$ cat src/rtl/uart_tx_sched.sv
// uart_tx_sched
// Shares one UART transmitter between two byte requesters. Port 0 is the
// core's MMIO store path and port 1 is the debug/monitor path. Accepted bytes
// are queued in a small FIFO. They are issued as single-cycle write strobes.
// The transmitter has no busy output, so an internal guard timer spaces the
// strobes and no write lands while a frame is still shifting out.
//
// Optional feature, macro UART_TX_CRLF_EN: when the FIFO head is 0x0A, the
// block first sends 0x0D without popping. It then waits a full guard, and
// only after that pops and sends the 0x0A.
//
// Ports:
//   clk          system clock
//   rst_n        asynchronous active-low reset
//   req0_valid   port 0 byte valid
//   req0_data    port 0 byte
//   req0_ready   port 0 byte accepted this cycle (combinational)
//   req1_valid   port 1 byte valid
//   req1_data    port 1 byte
//   req1_ready   port 1 byte accepted this cycle (combinational)
//   uart_we      one-cycle write strobe to the transmitter
//   uart_wr_data byte for the transmitter; holds its value between strobes
//   busy         FIFO non-empty or a frame still inside its guard window
//   fifo_count   current FIFO occupancy
module uart_tx_sched #(
    parameter int SYSCLK_FREQ = 50_000_000,
    parameter int BAUD_RATE   = 115200,
    parameter int DEPTH       = 4
) (
    input  logic                     clk,
    input  logic                     rst_n,
    input  logic                     req0_valid,
    input  logic [7:0]               req0_data,
    output logic                     req0_ready,
    input  logic                     req1_valid,
    input  logic [7:0]               req1_data,
    output logic                     req1_ready,
    output logic                     uart_we,
    output logic [7:0]               uart_wr_data,
    output logic                     busy,
    output logic [$clog2(DEPTH):0]   fifo_count
);

    localparam int AW = $clog2(DEPTH);
    // Twelve bit-times per frame gives margin over the 10-bit frame. The +2
    // covers the pop cycle and the strobe cycle.
    localparam int GUARD_CYCLES = 12 * ((SYSCLK_FREQ + BAUD_RATE - 1) / BAUD_RATE) + 2;
    // WAIT spans GUARD_CYCLES-1 cycles (timer value down to 0). The following
    // IDLE cycle pops, so strobes land exactly GUARD_CYCLES apart.
    localparam logic [15:0] WAIT_LOAD = 16'(GUARD_CYCLES - 2);
    localparam logic [AW:0] FULL_CNT  = (AW + 1)'(DEPTH);

`ifdef UART_TX_CRLF_EN
    localparam logic [7:0] LF_BYTE = 8'h0A;
    localparam logic [7:0] CR_BYTE = 8'h0D;
    // CR_WAIT pops on its final cycle instead of passing through IDLE, so it
    // runs one cycle longer to keep the same strobe spacing.
    localparam logic [15:0] CR_LOAD = 16'(GUARD_CYCLES - 1);
    typedef enum logic [1:0] {IDLE, WAIT, CR_WAIT} state_t;
`else
    typedef enum logic [0:0] {IDLE, WAIT} state_t;
`endif

    logic [7:0]    mem [DEPTH];
    logic [AW-1:0] wr_ptr;
    logic [AW-1:0] rd_ptr;
    logic [AW:0]   count;
    logic          full;
    logic          empty;
    logic          last_srv;   // port served by the most recent transfer
    logic          grant0;
    logic          grant1;
    logic          push;
    logic          pop;
    logic [7:0]    push_data;
    logic [7:0]    head;
    state_t        state;
    logic [15:0]   timer;

    assign full  = (count == FULL_CNT);
    assign empty = (count == '0);
    assign head  = mem[rd_ptr];

    // On a tie, the port that was not served last wins.
    assign grant0 = req0_valid & (~req1_valid | last_srv);
    assign grant1 = req1_valid & (~req0_valid | ~last_srv);

    // full reflects the registered state, so a pop in this cycle does not
    // open a slot until the next cycle.
    assign req0_ready = grant0 & ~full;
    assign req1_ready = grant1 & ~full;
    assign push       = req0_ready | req1_ready;
    assign push_data  = req0_ready ? req0_data : req1_data;
    assign fifo_count = count;

    always_comb begin
        pop = 1'b0;
        case (state)
`ifdef UART_TX_CRLF_EN
            IDLE:    pop = ~empty & (head != LF_BYTE);
            CR_WAIT: pop = (timer == 16'd0);
`else
            IDLE:    pop = ~empty;
`endif
            default: pop = 1'b0;
        endcase
    end

    // FIFO storage. It has no reset because the pointers and count decide
    // which entries are meaningful.
    always_ff @(posedge clk) begin
        if (push) begin
            mem[wr_ptr] <= push_data;
        end
    end

    // FIFO control and arbitration pointer
    always_ff @(posedge clk or negedge rst_n) begin
        if (!rst_n) begin
            wr_ptr   <= '0;
            rd_ptr   <= '0;
            count    <= '0;
            last_srv <= 1'b1;
        end else begin
            if (push) begin
                wr_ptr   <= wr_ptr + 1'b1;
                last_srv <= req1_ready;
            end
            if (pop) begin
                rd_ptr <= rd_ptr + 1'b1;
            end
            case ({push, pop})
                2'b10:   count <= count + 1'b1;
                2'b01:   count <= count - 1'b1;
                default: count <= count;
            endcase
        end
    end

    // Issuer FSM. All of its outputs are registered.
    always_ff @(posedge clk or negedge rst_n) begin
        if (!rst_n) begin
            state        <= IDLE;
            timer        <= '0;
            uart_we      <= 1'b0;
            uart_wr_data <= '0;
            busy         <= 1'b0;
        end else begin
            uart_we <= 1'b0;
            // Sampling the current state keeps busy high for one cycle after
            // WAIT ends. That is the cycle in which the guard has just expired.
            busy    <= push | ~empty | (state != IDLE);
            case (state)
                IDLE: begin
                    if (!empty) begin
                        uart_we <= 1'b1;
`ifdef UART_TX_CRLF_EN
                        if (head == LF_BYTE) begin
                            uart_wr_data <= CR_BYTE;
                            timer        <= CR_LOAD;
                            state        <= CR_WAIT;
                        end else begin
                            uart_wr_data <= head;
                            timer        <= WAIT_LOAD;
                            state        <= WAIT;
                        end
`else
                        uart_wr_data <= head;
                        timer        <= WAIT_LOAD;
                        state        <= WAIT;
`endif
                    end
                end
                WAIT: begin
                    if (timer == 16'd0) begin
                        state <= IDLE;
                    end else begin
                        timer <= timer - 16'd1;
                    end
                end
`ifdef UART_TX_CRLF_EN
                CR_WAIT: begin
                    if (timer == 16'd0) begin
                        uart_we      <= 1'b1;
                        uart_wr_data <= head;
                        timer        <= WAIT_LOAD;
                        state        <= WAIT;
                    end else begin
                        timer <= timer - 16'd1;
                    end
                end
`endif
                default: state <= IDLE;
            endcase
        end
    end

endmodule

$ cat config.mk
export PLATFORM = sky130hd
export DESIGN_NAME = uart_tx_sched
export DESIGN_NICKNAME = d
export VERILOG_FILES = /design/src/rtl/uart_tx_sched.sv
export SDC_FILE = /design/constraint.sdc
export NUM_CORES = 1
export LEC_CHECK = 0
export ABC_AREA = 1
export CAP_MARGIN = 20
export CORE_MARGIN = 4
export CORE_UTILIZATION = 40
export DETAILED_ROUTE_END_ITERATION = 12
export SLEW_MARGIN = 30
export SYNTH_ARGS = -nofsm -noshare
export SYNTH_HDL_FRONTEND = slang
export SYNTH_SLANG_ARGS = --single-unit
export TNS_END_PERCENT = 5
$ cat constraint.sdc
create_clock -name clk -period 4.5 [get_ports clk]
set_clock_uncertainty 0.05 [all_clocks]
set_input_delay 1.125 -clock clk [delete_from_list [all_inputs] [get_ports clk]]
set_output_delay 1.125 -clock clk [all_outputs]
set_load 0.01 [all_outputs]
; ---- Word-level counts from Yosys, hierarchy flattened
; Memories as Yosys holds them, arrays and structs flattened. A register that Yosys moved wholly into a read port is not among the register bits.
; Cells that the tools add are included.
[op_classes]
eq_ne = 5
n_addsub = 5
bitwise_logic = 15
n_mux = 12
n_reduce_logical = 6
[op_table]
columns = op, n
row1 = two-way mux 16 bit, 2
row2 = case mux 16 bit (2 select lines), 1
row3 = logical NOT 16 bit, 1
row4 = subtractor 16 x 1 -> 16 bit (second input constant), 1
row5 = two-way mux 8 bit, 1
row6 = two-way mux 1 bit, 6
row7 = inverter 1 bit, 6
row8 = case mux 3 bit (2 select lines), 1
row9 = OR 1 bit, 5
row10 = adder 2 x 1 -> 2 bit (second input constant), 2
row11 = bitwise AND 1 bit, 4
row12 = != test 2 bit (second input constant), 2
row13 = AND reduction 2 bit, 2
row14 = adder 3 x 1 -> 3 bit (second input constant), 1
row15 = equality test 3 bit (second input constant), 1
row16 = logical NOT 3 bit, 1
row17 = subtractor 3 x 1 -> 3 bit (second input constant), 1
row18 = equality test 2 x 1 -> 1 bit (second input constant), 1
row19 = equality test 2 bit (second input constant), 1
row20 = case mux 1 bit (2 select lines), 1
row21 = nonzero test 2 bit, 1
row22 = logical NOT 1 bit, 1
[totals]
mem_count = 1
register_bits = 27
ram_bits = 32
out_inout_bits = 15
in_bits = 20
[memory_table]
columns = name, depth, word_bits, read_ports, rd_ports_with_merged_regs, write_ports, line_no
row1 = mem, 4, 8, 1, 1, 1, 64  ; logic [7:0] mem [DEPTH];

; ---- Logic depth before layout (Yosys ltp)
[logic_depth]
depth_word = 7
depth_mapped = 11
ltp_nobuf = 11

; ---- Worst setup path before layout
; OpenSTA, ideal clock, no wires.
[synth_path]
path_kind = input-to-reg
start = input req0_valid
end = register count[2] (netlist: fifo_count[2])
stages = 10
t_arrival_ns = 2.575
setup_time_ns = 0.131
t_required_ns = 4.319
slack_ns = 1.745
path_cell_list = inv_1 > o211ai_1 > nand2_1 > inv_1 > ha_1 > inv_1 > fa_1 > a21oi_1 > o21ai_0 > xor2_1
[synth_between]
elab_chain_cells = 7
elab_cells_between_ends = 11
cone_classes = 2 x eq/ne / 1 x mux / 7 x bitwise / 1 x reduce/logical
[synth_rtl]
columns = item, line_no
row1 = from (decl), 32  ; input logic req0_valid,
row2 = inverter 1 bit, 86  ; assign grant1 = req1_valid & (~req0_valid | ~last_srv);
row3 = OR 1 bit, 86
row4 = bitwise AND 1 bit, 86
row5 = bitwise AND 1 bit, 91  ; assign req1_ready = grant1 & ~full;
row6 = OR 1 bit *, 92  ; assign push = req0_ready | req1_ready;
row7 = equality test 2 x 1 -> 1 bit or equality test 2 bit (tied branches), 132  ; case ({push, pop})
row8 = case mux 3 bit (2 select lines) or nonzero test 2 bit (tied branches), n/a
row9 = to (signal assigned), 133  ; 2'b10: count <= count + 1'b1;
row10 = to (signal assigned), 134  ; 2'b01: count <= count - 1'b1;
row11 = to (signal assigned), 135  ; default: count <= count;
row12 = to (decl), 67  ; logic [AW:0] count;
; Mark *: on every way between the ends. The rest lies on a longest branch, timed or not.
; A chain may end at the register's enable or synchronous reset.

; ---- Final worst setup path
[layout_path]
start = input req0_valid
end = output req0_ready
[layout_between]
elab_chain_cells = 2
[layout_rtl]
columns = item, line_no
row1 = bitwise AND 1 bit, 85  ; assign grant0 = req0_valid & (~req1_valid | last_srv);
row2 = bitwise AND 1 bit, 90  ; assign req0_ready = grant0 & ~full;
row3 = to (decl), 34  ; output logic req0_ready,
; Every way passes these cells.

==> impl_results.md <==
* Cells after synthesis at 345
* Number of warnings issued by yosys at 0
* Most common cell after layout, fill and taps aside: nand2_1
* Synth Cell Area at 0.00323 sq mm
* Die area at 0.00957 sq mm
* Power per cell area at 429 mW/mm^2
* Final setup fails at 0
* Minimum clock period at 3.75 ns
* Worst-path clk slew at 0.08 ns
* Hold Crit Endpoint: fifo_count[0]
* Initial antenna violation count at 0
* First-pass DRT Iterations at 4
* WL/cell at 13.6 microns
* Worst Tran Pin Value at 0.821 ns
* TritonCTS clock tree: done
* Grt total ovfl at 0
* DRC at 0
* Layout cells sized above 1 at 0.121
* Crit path max fanout at 10
* Port Buffers at 34
* Core Area at 0.00777 sq mm
* Number of max-cap violations at 0
* Register Area at 0.00184 sq mm
* Hold Startpoint: fifo_count[0]
* Main combinational cell family by area after synthesis: simple AND/OR/NAND/NOR gates
* Overall Global Routing Usage at 0.153
* WHS Path Cells at 1
* Htree depth at 3
* RSZ-0062 raised after global routing: false
* Vias per cell at 4.77
* # rows at 32
* Inserted Diodes at 0
* Post-CTS Setup Bufs at 0
* Rel. slew slack at 0.452
* Cts hold-fix bufs at 0
* Compound-Gate Fraction of Synth Area at 0.0880
* Setup crit end kind: output port
* Effective utilization at floorplan at 0.416
* Hold_ws at 0.476 ns
* Adder-cell share of the synthesized area at 0.0295
* Crit Path Category: input port to output port
* Critical register-to-register path startpoint: fifo_count[0]
* Routed Antenna Nets at 0
* Maximum clock frequency at 267 MHz
* Clock Latency Late Sink at 0.35 ns
* Num CTS Buffers at 9
* Number of global-route vias before repair at 2454
* Distinct cell type count after synthesis at 32
* CP arrival at 2.57 ns
* P&R area growth vs syn at 19.5%
* WP data required at 3.32 ns
* Placed Area at 0.00366 sq mm
* TNS Setup at 0 ns
* Net Count, Synth at 372
* Fin. max-slew vios at 0
* Post-CTS sizing at 0
* Iteration-0 DRC Markers at 94
* Area share of and/or/nand/nor cells after synthesis at 0.233
* Mean Syn Cell Area at 9.36 sq um
* Pleak at 0.00167 uW
* Sequential area share after synthesis at 0.569
* First-pass GRT wire length at 11500 microns
* Most frequent cells in the layout: 70 x nand2_1, 62 x nor2_1, 37 x inv_1
* Status: finished clean
* Worst VDD drop at 0.186 mV
* Period utilization at 0.832
* # nets final at 411
* Hold Fails Final Rpt at 0
* CP Launch Type: input port
* R2R setup slack at 1.96 ns
* XOR/XNOR Fraction of Synth Area at 0.0190
* Num ports at 35
* Fillers at 751
* Final GP Congestion at 0.760
* Multi-input logic area at 0.00120 sq mm
* Die Wd at 97.8 microns
* Post-synthesis mux area share at 0
* Reg-to-reg endpoint: fifo_count[2]
* DP HPWL at 4650 microns
* Final wirelength at 6660 microns
* Hold/Removal Path Class: flop to flop
* Largest net degree at the start of global routing at 36
* Vias at 2341
* Chip height at 97.8 microns
* Register bit count reported by yosys at 67
* R2R depth at 11
* Clock buffer depth at 2
* Clk root buf: clkbuf_8
* Sinks on Clock Net at 67
* Cell area after layout at 0.00386 sq mm
-- critical path, stage by stage --
cell             delay [ns]
clkdlybuf4s50_1        0.45
inv_1                  0.05
a21oi_1                0.13
nand2_2                0.18
inv_2                  0.09
clkdlybuf4s50_1        0.53
-- registers in the layout, summed over array words and instances, names as in the netlist --
register,count
busy,1
uart_we,1
mem,32
fifo_count,3
timer,16
rd_ptr,2
uart_wr_data,8
last_srv,1
state,1
wr_ptr,2
-- through the flow --
| step | cells | utilization | setup slack, ns | total power, uW |
|---|---|---|---|---|
| detailed placement | 475 | 0.471 | 0.738 | 1170 |
| global route | 491 | 0.497 | 0.659 | 1750 |
| global placement | 475 | 0.471 | 0.748 | 1150 |
| floorplan | 345 | - | 1.74 | 1020 |
| CTS | 491 | 0.497 | 0.731 | 1670 |
| finish | 491 | 0.497 | 0.754 | 1650 |
-- cell usage after synthesis --
| cell | number | area [sq um] |
|---|---|---|
| nand2_1 | 70 | 263 |
| nor2_1 | 62 | 233 |
| inv_1 | 37 | 139 |
| dfrtp_1 | 34 | 851 |
| edfxtp_1 | 32 | 961 |
| o21ai_0 | 24 | 120 |
| nand3_1 | 19 | 95.1 |
| a31oi_1 | 8 | 50.1 |
| ha_1 | 6 | 75.1 |
| o21ai_2 | 6 | 52.6 |
| xor2_1 | 6 | 52.6 |
| buf_2 | 4 | 20.0 |
| nand2_4 | 4 | 45.0 |
| nor2_2 | 4 | 25.0 |
| a21oi_1 | 3 | 15.0 |
| nand2_2 | 3 | 18.8 |
| nand4_1 | 3 | 18.8 |
| nor2_4 | 3 | 33.8 |
| buf_4 | 2 | 15.0 |
| inv_2 | 2 | 7.51 |
| o21ai_1 | 2 | 10.0 |
| a21oi_4 | 1 | 16.3 |
| buf_6 | 1 | 11.3 |
| clkbuf_1 | 1 | 3.75 |
| dfstp_2 | 1 | 26.3 |
| fa_1 | 1 | 20.0 |
| nand3_2 | 1 | 10.0 |
| nor3_1 | 1 | 5.00 |
| o211ai_1 | 1 | 7.51 |
| o22ai_2 | 1 | 12.5 |
| or2_2 | 1 | 6.26 |
| xnor2_1 | 1 | 8.76 |
-- where the power goes --
group,internal (uW),switching (uW)
logic,113,202
registers,791,40.0
clock network,260,249
total,1160,492
-- routing by layer --
| metal | global-route usage | up-vias | wire (microns) | part of all wire |
|---|---|---|---|---|
| met5 | 0 | - | 0 | 0 |
| met4 | 0.0522 | 0 | 89 | 0.013 |
| met3 | 0.0443 | 7 | 258 | 0.039 |
| met2 | 0.265 | 34 | 3320 | 0.50 |
| met1 | 0.182 | 1103 | 2990 | 0.45 |
| li1 | - | 1197 | - | - |
-- kinds of logic after synthesis --
family,after synthesis
buf+inv,47
fa+ha+maj,7
xor+xnor,7
flops,67
simple gates,171
compound gates,46
-- final cells by class --
class | count | area share
Multi-Input combinational cell | 231 | 0.310
Tap cell | 102 | 0.0331
Timing Repair Buffer | 36 | 0.0908
Clock buffer | 9 | 0.0321
Clock inverter | 7 | 0.0195
Sequential cell | 67 | 0.476
Inverter | 39 | 0.0379
-- worst max-delay path by stage --
stage,startpoint,depth (start not counted),to
6_report,req0_valid,6,req0_ready
5_1_grt,req0_valid,6,req0_ready
4_1_cts,req0_valid,6,req0_ready
3_5_place_dp,req0_valid,6,req0_ready
3_3_place_gp,req0_valid,6,req0_ready
2_1_floorplan,req0_valid,10,fifo_count[2]
(Power assumes the default switching activity.)
